--- src/rtl/pci_cfg_target_if.sv ---
// pci_cfg_target_if: shared PCI bus signals between an initiator and the config target
interface pci_cfg_target_if;
  logic        pci_frame_n;
  logic        pci_irdy_n;
  logic        pci_idsel;
  logic [3:0]  pci_cbe_n;
  logic [31:0] pci_ad_in;
  logic [31:0] pci_ad_out;
  logic        pci_ad_oe;
  logic        pci_devsel_n;
  logic        pci_trdy_n;
  logic        pci_stop_n;
  modport master (
    output pci_frame_n, pci_irdy_n, pci_idsel, pci_cbe_n, pci_ad_in,
    input  pci_ad_out, pci_ad_oe, pci_devsel_n, pci_trdy_n, pci_stop_n
  );
  modport slave (
    input  pci_frame_n, pci_irdy_n, pci_idsel, pci_cbe_n, pci_ad_in,
    output pci_ad_out, pci_ad_oe, pci_devsel_n, pci_trdy_n, pci_stop_n
  );
endinterface

--- src/rtl/pci_cfg_target.sv ---
// pci_cfg_target: Type-0 config target moving one dword per transaction into or out of a register file
module pci_cfg_target #(
  parameter int          NUM_REGS    = 16,
  parameter int          WAIT_STATES = 0,
  parameter logic [15:0] VENDOR_ID   = 16'h1234,
  parameter logic [15:0] DEVICE_ID   = 16'hABCD
) (
  input logic pci_clk,
  input logic pci_rst_n,
  pci_cfg_target_if.slave bus
);
  localparam int IW = $clog2(NUM_REGS);
  typedef enum logic [2:0] {IDLE, CLAIM, DATA, TURN, BUSY} state_t;
  state_t        state, state_nx;
  logic [IW-1:0] index;
  logic          wr;
  logic [2:0]    cnt;
  logic [31:0]   regs [NUM_REGS];
  logic          claim, xfer, oe;
  logic [31:0]   rdata;
  assign claim = bus.pci_idsel && (bus.pci_cbe_n == 4'hA || bus.pci_cbe_n == 4'hB) && bus.pci_ad_in[1:0] == 2'b00;
  assign xfer  = state == DATA && !bus.pci_irdy_n;
  assign rdata = index == '0 ? {DEVICE_ID, VENDOR_ID} : regs[index];
  assign oe    = state == DATA && !wr;
  assign bus.pci_ad_oe    = oe;
  assign bus.pci_ad_out   = oe ? rdata : '0;
  assign bus.pci_devsel_n = !(state == CLAIM || state == DATA);
  assign bus.pci_trdy_n   = state != DATA;
  assign bus.pci_stop_n   = !(state == DATA && !bus.pci_frame_n);
  // state register
  always_ff @(posedge pci_clk or negedge pci_rst_n)
    if (!pci_rst_n) state <= IDLE;
    else state <= state_nx;
  // next-state decode; address phases are only decoded from IDLE
  always_comb begin
    state_nx = state;
    case (state)
      IDLE:    state_nx = bus.pci_frame_n ? IDLE : claim ? CLAIM : BUSY;
      CLAIM:   state_nx = cnt == '0 ? DATA : CLAIM;
      DATA:    state_nx = bus.pci_irdy_n ? DATA : TURN;
      TURN:    state_nx = (!bus.pci_frame_n || !bus.pci_irdy_n) ? BUSY : IDLE;
      BUSY:    state_nx = (bus.pci_frame_n && bus.pci_irdy_n) ? IDLE : BUSY;
      default: state_nx = IDLE;
    endcase
  end
  // latch index, direction and wait count on a claimed address phase
  always_ff @(posedge pci_clk or negedge pci_rst_n)
    if (!pci_rst_n) begin
      index <= '0;
      wr    <= 1'b0;
      cnt   <= '0;
    end else if (state == IDLE && !bus.pci_frame_n && claim) begin
      index <= bus.pci_ad_in[2+:IW];
      wr    <= bus.pci_cbe_n[0];
      cnt   <= 3'(WAIT_STATES);
    end else if (state == CLAIM && cnt != '0) cnt <= cnt - 3'd1;
  // byte-enabled write on transfer; dword 0 is the read-only ID and never stored
  always_ff @(posedge pci_clk or negedge pci_rst_n)
    if (!pci_rst_n) begin
      for (int i = 0; i < NUM_REGS; i++) regs[i] <= '0;
    end else if (xfer && wr && index != '0) begin
      for (int b = 0; b < 4; b++)
        if (!bus.pci_cbe_n[b]) regs[index][8*b+:8] <= bus.pci_ad_in[8*b+:8];
    end
endmodule

--- src/flat_wrapper.sv ---
// flat-port wrapper written by rule: the top's interface ports become plain ports
module pci_cfg_target_flat 
#(
  parameter int          NUM_REGS    = 16,
  parameter int          WAIT_STATES = 0,
  parameter logic [15:0] VENDOR_ID   = 16'h1234,
  parameter logic [15:0] DEVICE_ID   = 16'hABCD
)
  (pci_clk, pci_rst_n, bus_pci_frame_n, bus_pci_irdy_n, bus_pci_idsel, bus_pci_cbe_n, bus_pci_ad_in, bus_pci_ad_out, bus_pci_ad_oe, bus_pci_devsel_n, bus_pci_trdy_n, bus_pci_stop_n);
  pci_cfg_target_if bus_i ();
  input logic pci_clk;
  input logic pci_rst_n;
  input wire logic [$bits(bus_i.pci_frame_n)-1:0] bus_pci_frame_n;
  input wire logic [$bits(bus_i.pci_irdy_n)-1:0] bus_pci_irdy_n;
  input wire logic [$bits(bus_i.pci_idsel)-1:0] bus_pci_idsel;
  input wire logic [$bits(bus_i.pci_cbe_n)-1:0] bus_pci_cbe_n;
  input wire logic [$bits(bus_i.pci_ad_in)-1:0] bus_pci_ad_in;
  output wire logic [$bits(bus_i.pci_ad_out)-1:0] bus_pci_ad_out;
  output wire logic [$bits(bus_i.pci_ad_oe)-1:0] bus_pci_ad_oe;
  output wire logic [$bits(bus_i.pci_devsel_n)-1:0] bus_pci_devsel_n;
  output wire logic [$bits(bus_i.pci_trdy_n)-1:0] bus_pci_trdy_n;
  output wire logic [$bits(bus_i.pci_stop_n)-1:0] bus_pci_stop_n;
  assign bus_i.pci_frame_n = bus_pci_frame_n;
  assign bus_i.pci_irdy_n = bus_pci_irdy_n;
  assign bus_i.pci_idsel = bus_pci_idsel;
  assign bus_i.pci_cbe_n = bus_pci_cbe_n;
  assign bus_i.pci_ad_in = bus_pci_ad_in;
  assign bus_pci_ad_out = bus_i.pci_ad_out;
  assign bus_pci_ad_oe = bus_i.pci_ad_oe;
  assign bus_pci_devsel_n = bus_i.pci_devsel_n;
  assign bus_pci_trdy_n = bus_i.pci_trdy_n;
  assign bus_pci_stop_n = bus_i.pci_stop_n;
  pci_cfg_target #(.NUM_REGS(NUM_REGS), .WAIT_STATES(WAIT_STATES), .VENDOR_ID(VENDOR_ID), .DEVICE_ID(DEVICE_ID)) u_core (.pci_clk(pci_clk), .pci_rst_n(pci_rst_n), .bus(bus_i));
endmodule
--- config.mk ---
export PLATFORM = sky130hd
export DESIGN_NAME = pci_cfg_target_flat
export DESIGN_NICKNAME = d
export VERILOG_FILES = /design/src/rtl/pci_cfg_target_if.sv /design/src/rtl/pci_cfg_target.sv /design/src/flat_wrapper.sv
export SDC_FILE = /design/constraint.sdc
export NUM_CORES = 1
export LEC_CHECK = 0
export ABC_CLOCK_PERIOD_IN_PS = 8850
export BUFFER_PORTS_ARGS = -buffer_cell sky130_fd_sc_hd__clkbuf_2
export CAP_MARGIN = 0
export CORE_ASPECT_RATIO = 0.5
export CORE_MARGIN = 2
export CORE_UTILIZATION = 60
export DETAILED_ROUTE_END_ITERATION = 6
export PLACE_DENSITY = 0.77
export SLEW_MARGIN = 20
export SYNTH_ARGS = -nofsm -noshare
export SYNTH_HDL_FRONTEND = slang
export SYNTH_SLANG_ARGS = --single-unit
--- constraint.sdc ---
create_clock -name pci_clk -period 8.85 [get_ports pci_clk]
set_clock_uncertainty 0.15 [all_clocks]
set_input_delay 2.655 -clock pci_clk [delete_from_list [all_inputs] [get_ports pci_clk]]
set_output_delay 2.655 -clock pci_clk [all_outputs]
set_load 0.03 [all_outputs]
==> reports/qor.yml <==
finalNonFillerCells: 2140
swShare_pct: 21.6
yosysUniqueCellTypes: 37
die_w_microns: 282
crit_type: "reg2out"
ant_nets: 0
yosysSeqAreaShare_pct: 54.8
htree_levels: 2
clock_path_buffers: 3
power_frac_clock_pct: 45.5
cts.clk_slew.worst_paths_ns: 0.07
wl_microns: 53000
synth_commonest_cells: "dfrtp_1, mux2_2, mux4_2, inv_1, clkbuf_1"
core_area_sq_um: 37800
min_period_over_period_pct: 74.9
drc_errors: 0
antenna_found_initial: 0
syn_inst: 1557
yosysTopAreaCellShare_pct: 54.8
synth_top_area_cell: "dfrtp_1"
timing.max_cap.violations: 0
post-cts-setup-buffers: 0
hold_ws_ns: 0.224
ys_ff_latch: 508
grt_pass1_vias: 14500
die_h_microns: 143
max-slew-margin-rel_pct: 24.4
slew_violations: 0
synth_edf_count: 0
internal-power_mw: 3.63
ir_worst_vdd_mv: 0.155
grt.total_usage_pct: 27.4
fmax_mhz: 151
synth_area_per_cell_sq_um: 14.9
place_congestion: 0.842
overflow: 0
p_leak_nw: 12.2
insertion_delay_ns: 0.55
tightestPinTransition_ns: 1.13
hold_violations: 0
holdCritPathClass: "reg2reg"
outcome: "finished clean"
hpwl_microns: 33100
cts_root_buffer: "clkbuf_16"
crit_arrival_ns: 3.82
cts_sinks: 508
grt_pass1_wl_microns: 83600
cts_tree: "built"
synth-main-ff-cell: "dfrtp_1"
dp_cells: 2060
start_util_pct: 61.4
start_kind: "flip-flop"
syn_area_sq_um: 23200
grt_max_degree: 194
rows: 50
die-area_sq_um: 40400
num_antenna_cells: 0
finalSetupViolCount: 0
cts_buffers: 44
dp_slack_ns: 2.77
power.share.combinational_pct: 3.7
switchingPower_mw: 0.998
cp.required_ns: 6.05
yosysMostFrequentCell: "dfrtp_1"
async_reset_ff_share_pct: 100
pin_count: 77
first_pass_iters: 5
post_dp_cell_area_sq_um: 23900
drt_iter0_markers: 1317
synthTopCellsByArea: "dfrtp_1, mux2_2, mux4_2"
power.density_nw_per_um2: 181
period_minus_slack_ns: 6.63
tns_ns: 0
rsz0062_at_grt: "no"
drt-wirelength-per-cell_microns: 24.8
yosysWarnings: 0
drive_gt1_share_pct: 49.3
io_buffers: 76
total_power_mw: 4.63
vias_per_cell: 6.30
fin_ws_ns: 2.22
synth.net_count: 1600
worst_setup_path_end_kind: "output port"
finalNetCount: 1629
final_util_pct: 67.6
dr_total_vias: 13500
ctsHoldBuffers: 0
cp_max_fo: 106
area_delta_synth_final_pct: 9.97
fin_area_sq_um: 25500
pwr-share-seq_pct: 50.8
ctsResizeCount: 0
==> cell families after synthesis <==
group,share of synthesized area (%)
multiplexers,35.8
flip-flops,54.8
buffers and inverters,3.21
AND/OR/NAND/NOR,3.33
AO/OA/AOI/OAI,2.72
XOR/XNOR,0.0755
adder cells (fa/ha/maj),0.108
==> layout make-up <==
| type | instances | area [sq um] |
|---|---|---|
| fillers | 2525 | 12300 |
| clock inverters | 17 | 285 |
| inverters | 82 | 308 |
| flip-flops and latches | 508 | 12700 |
| clock buffers | 63 | 1290 |
| multi-input cells | 863 | 9760 |
| repair buffers | 87 | 510 |
| well taps | 520 | 651 |
==> placed cells by master (no fill, tap or decap), types with 6 or more instances in the layout <==
| master | n |
|---|---|
| dfrtp_1 | 505 |
| mux2_2 | 488 |
| mux4_2 | 98 |
| inv_1 | 82 |
| clkbuf_2 | 75 |
| mux2i_1 | 45 |
| clkbuf_16 | 45 |
| nand2_1 | 42 |
| nand2_2 | 40 |
| o221ai_1 | 32 |
| o21ai_0 | 16 |
| o22ai_1 | 15 |
| a221oi_1 | 15 |
| mux2_1 | 14 |
| nor2_1 | 10 |
| clkbuf_8 | 10 |
| clkinv_2 | 9 |
| nand2b_1 | 8 |
| clkbuf_1 | 8 |
| bufinv_16 | 8 |
| buf_4 | 8 |
| nor2b_1 | 6 |
==> routing by layer <==
metal / GRT usage [%] / routed length (microns) / vias to the layer above
met1: 39.5 / 23700 / 7242
met4: 7.38 / 1180 / 0
met2: 43.8 / 25300 / 383
li1: - / - / 5767
met5: 0 / 0 / -
met3: 4.60 / 2770 / 95
==> critical path: stages (launching register included) <==
cell and delay [ns]:
dfrtp_4 1.01, buf_12 0.71, mux4_2 0.59, mux2_2 0.28
nand2_1 0.10, o221ai_1 0.13, clkbuf_2 0.23
==> power groups by stage <==
stage          combinational (mW)  sequential (mW)  clock [mW]
2_1_floorplan              0.0997             2.37           0
3_3_place_gp                0.164             2.39           0
3_5_place_dp                0.172             2.39           0
4_1_cts                     0.173             2.35        2.13
5_1_grt                     0.190             2.35        2.23
6_report                    0.169             2.35        2.11
==> final timing paths <==
kind                                  start           endpoint  slack, ns  depth (start not counted)
min in group asynchronous         pci_rst_n   u_core.regs[298]       1.95                          1
setup reg to reg            u_core.index[3]    u_core.regs[75]       5.29                          4
hold / removal             u_core.regs[487]   u_core.regs[487]       0.22                          0
max in group asynchronous         pci_rst_n   u_core.regs[411]       5.06                          2
setup / recovery            u_core.index[0]  bus_pci_ad_out[7]       2.22                          6
hold reg to reg            u_core.regs[487]   u_core.regs[487]       0.22                          0
==> state kept, by name, summed over array words and instances, names as in the netlist <==
register and cells:
u_core.regs 497, u_core.index 4, u_core.cnt 3, u_core.state 3
u_core.wr 1
No activity file was read; power rests on OpenSTA's default activity.
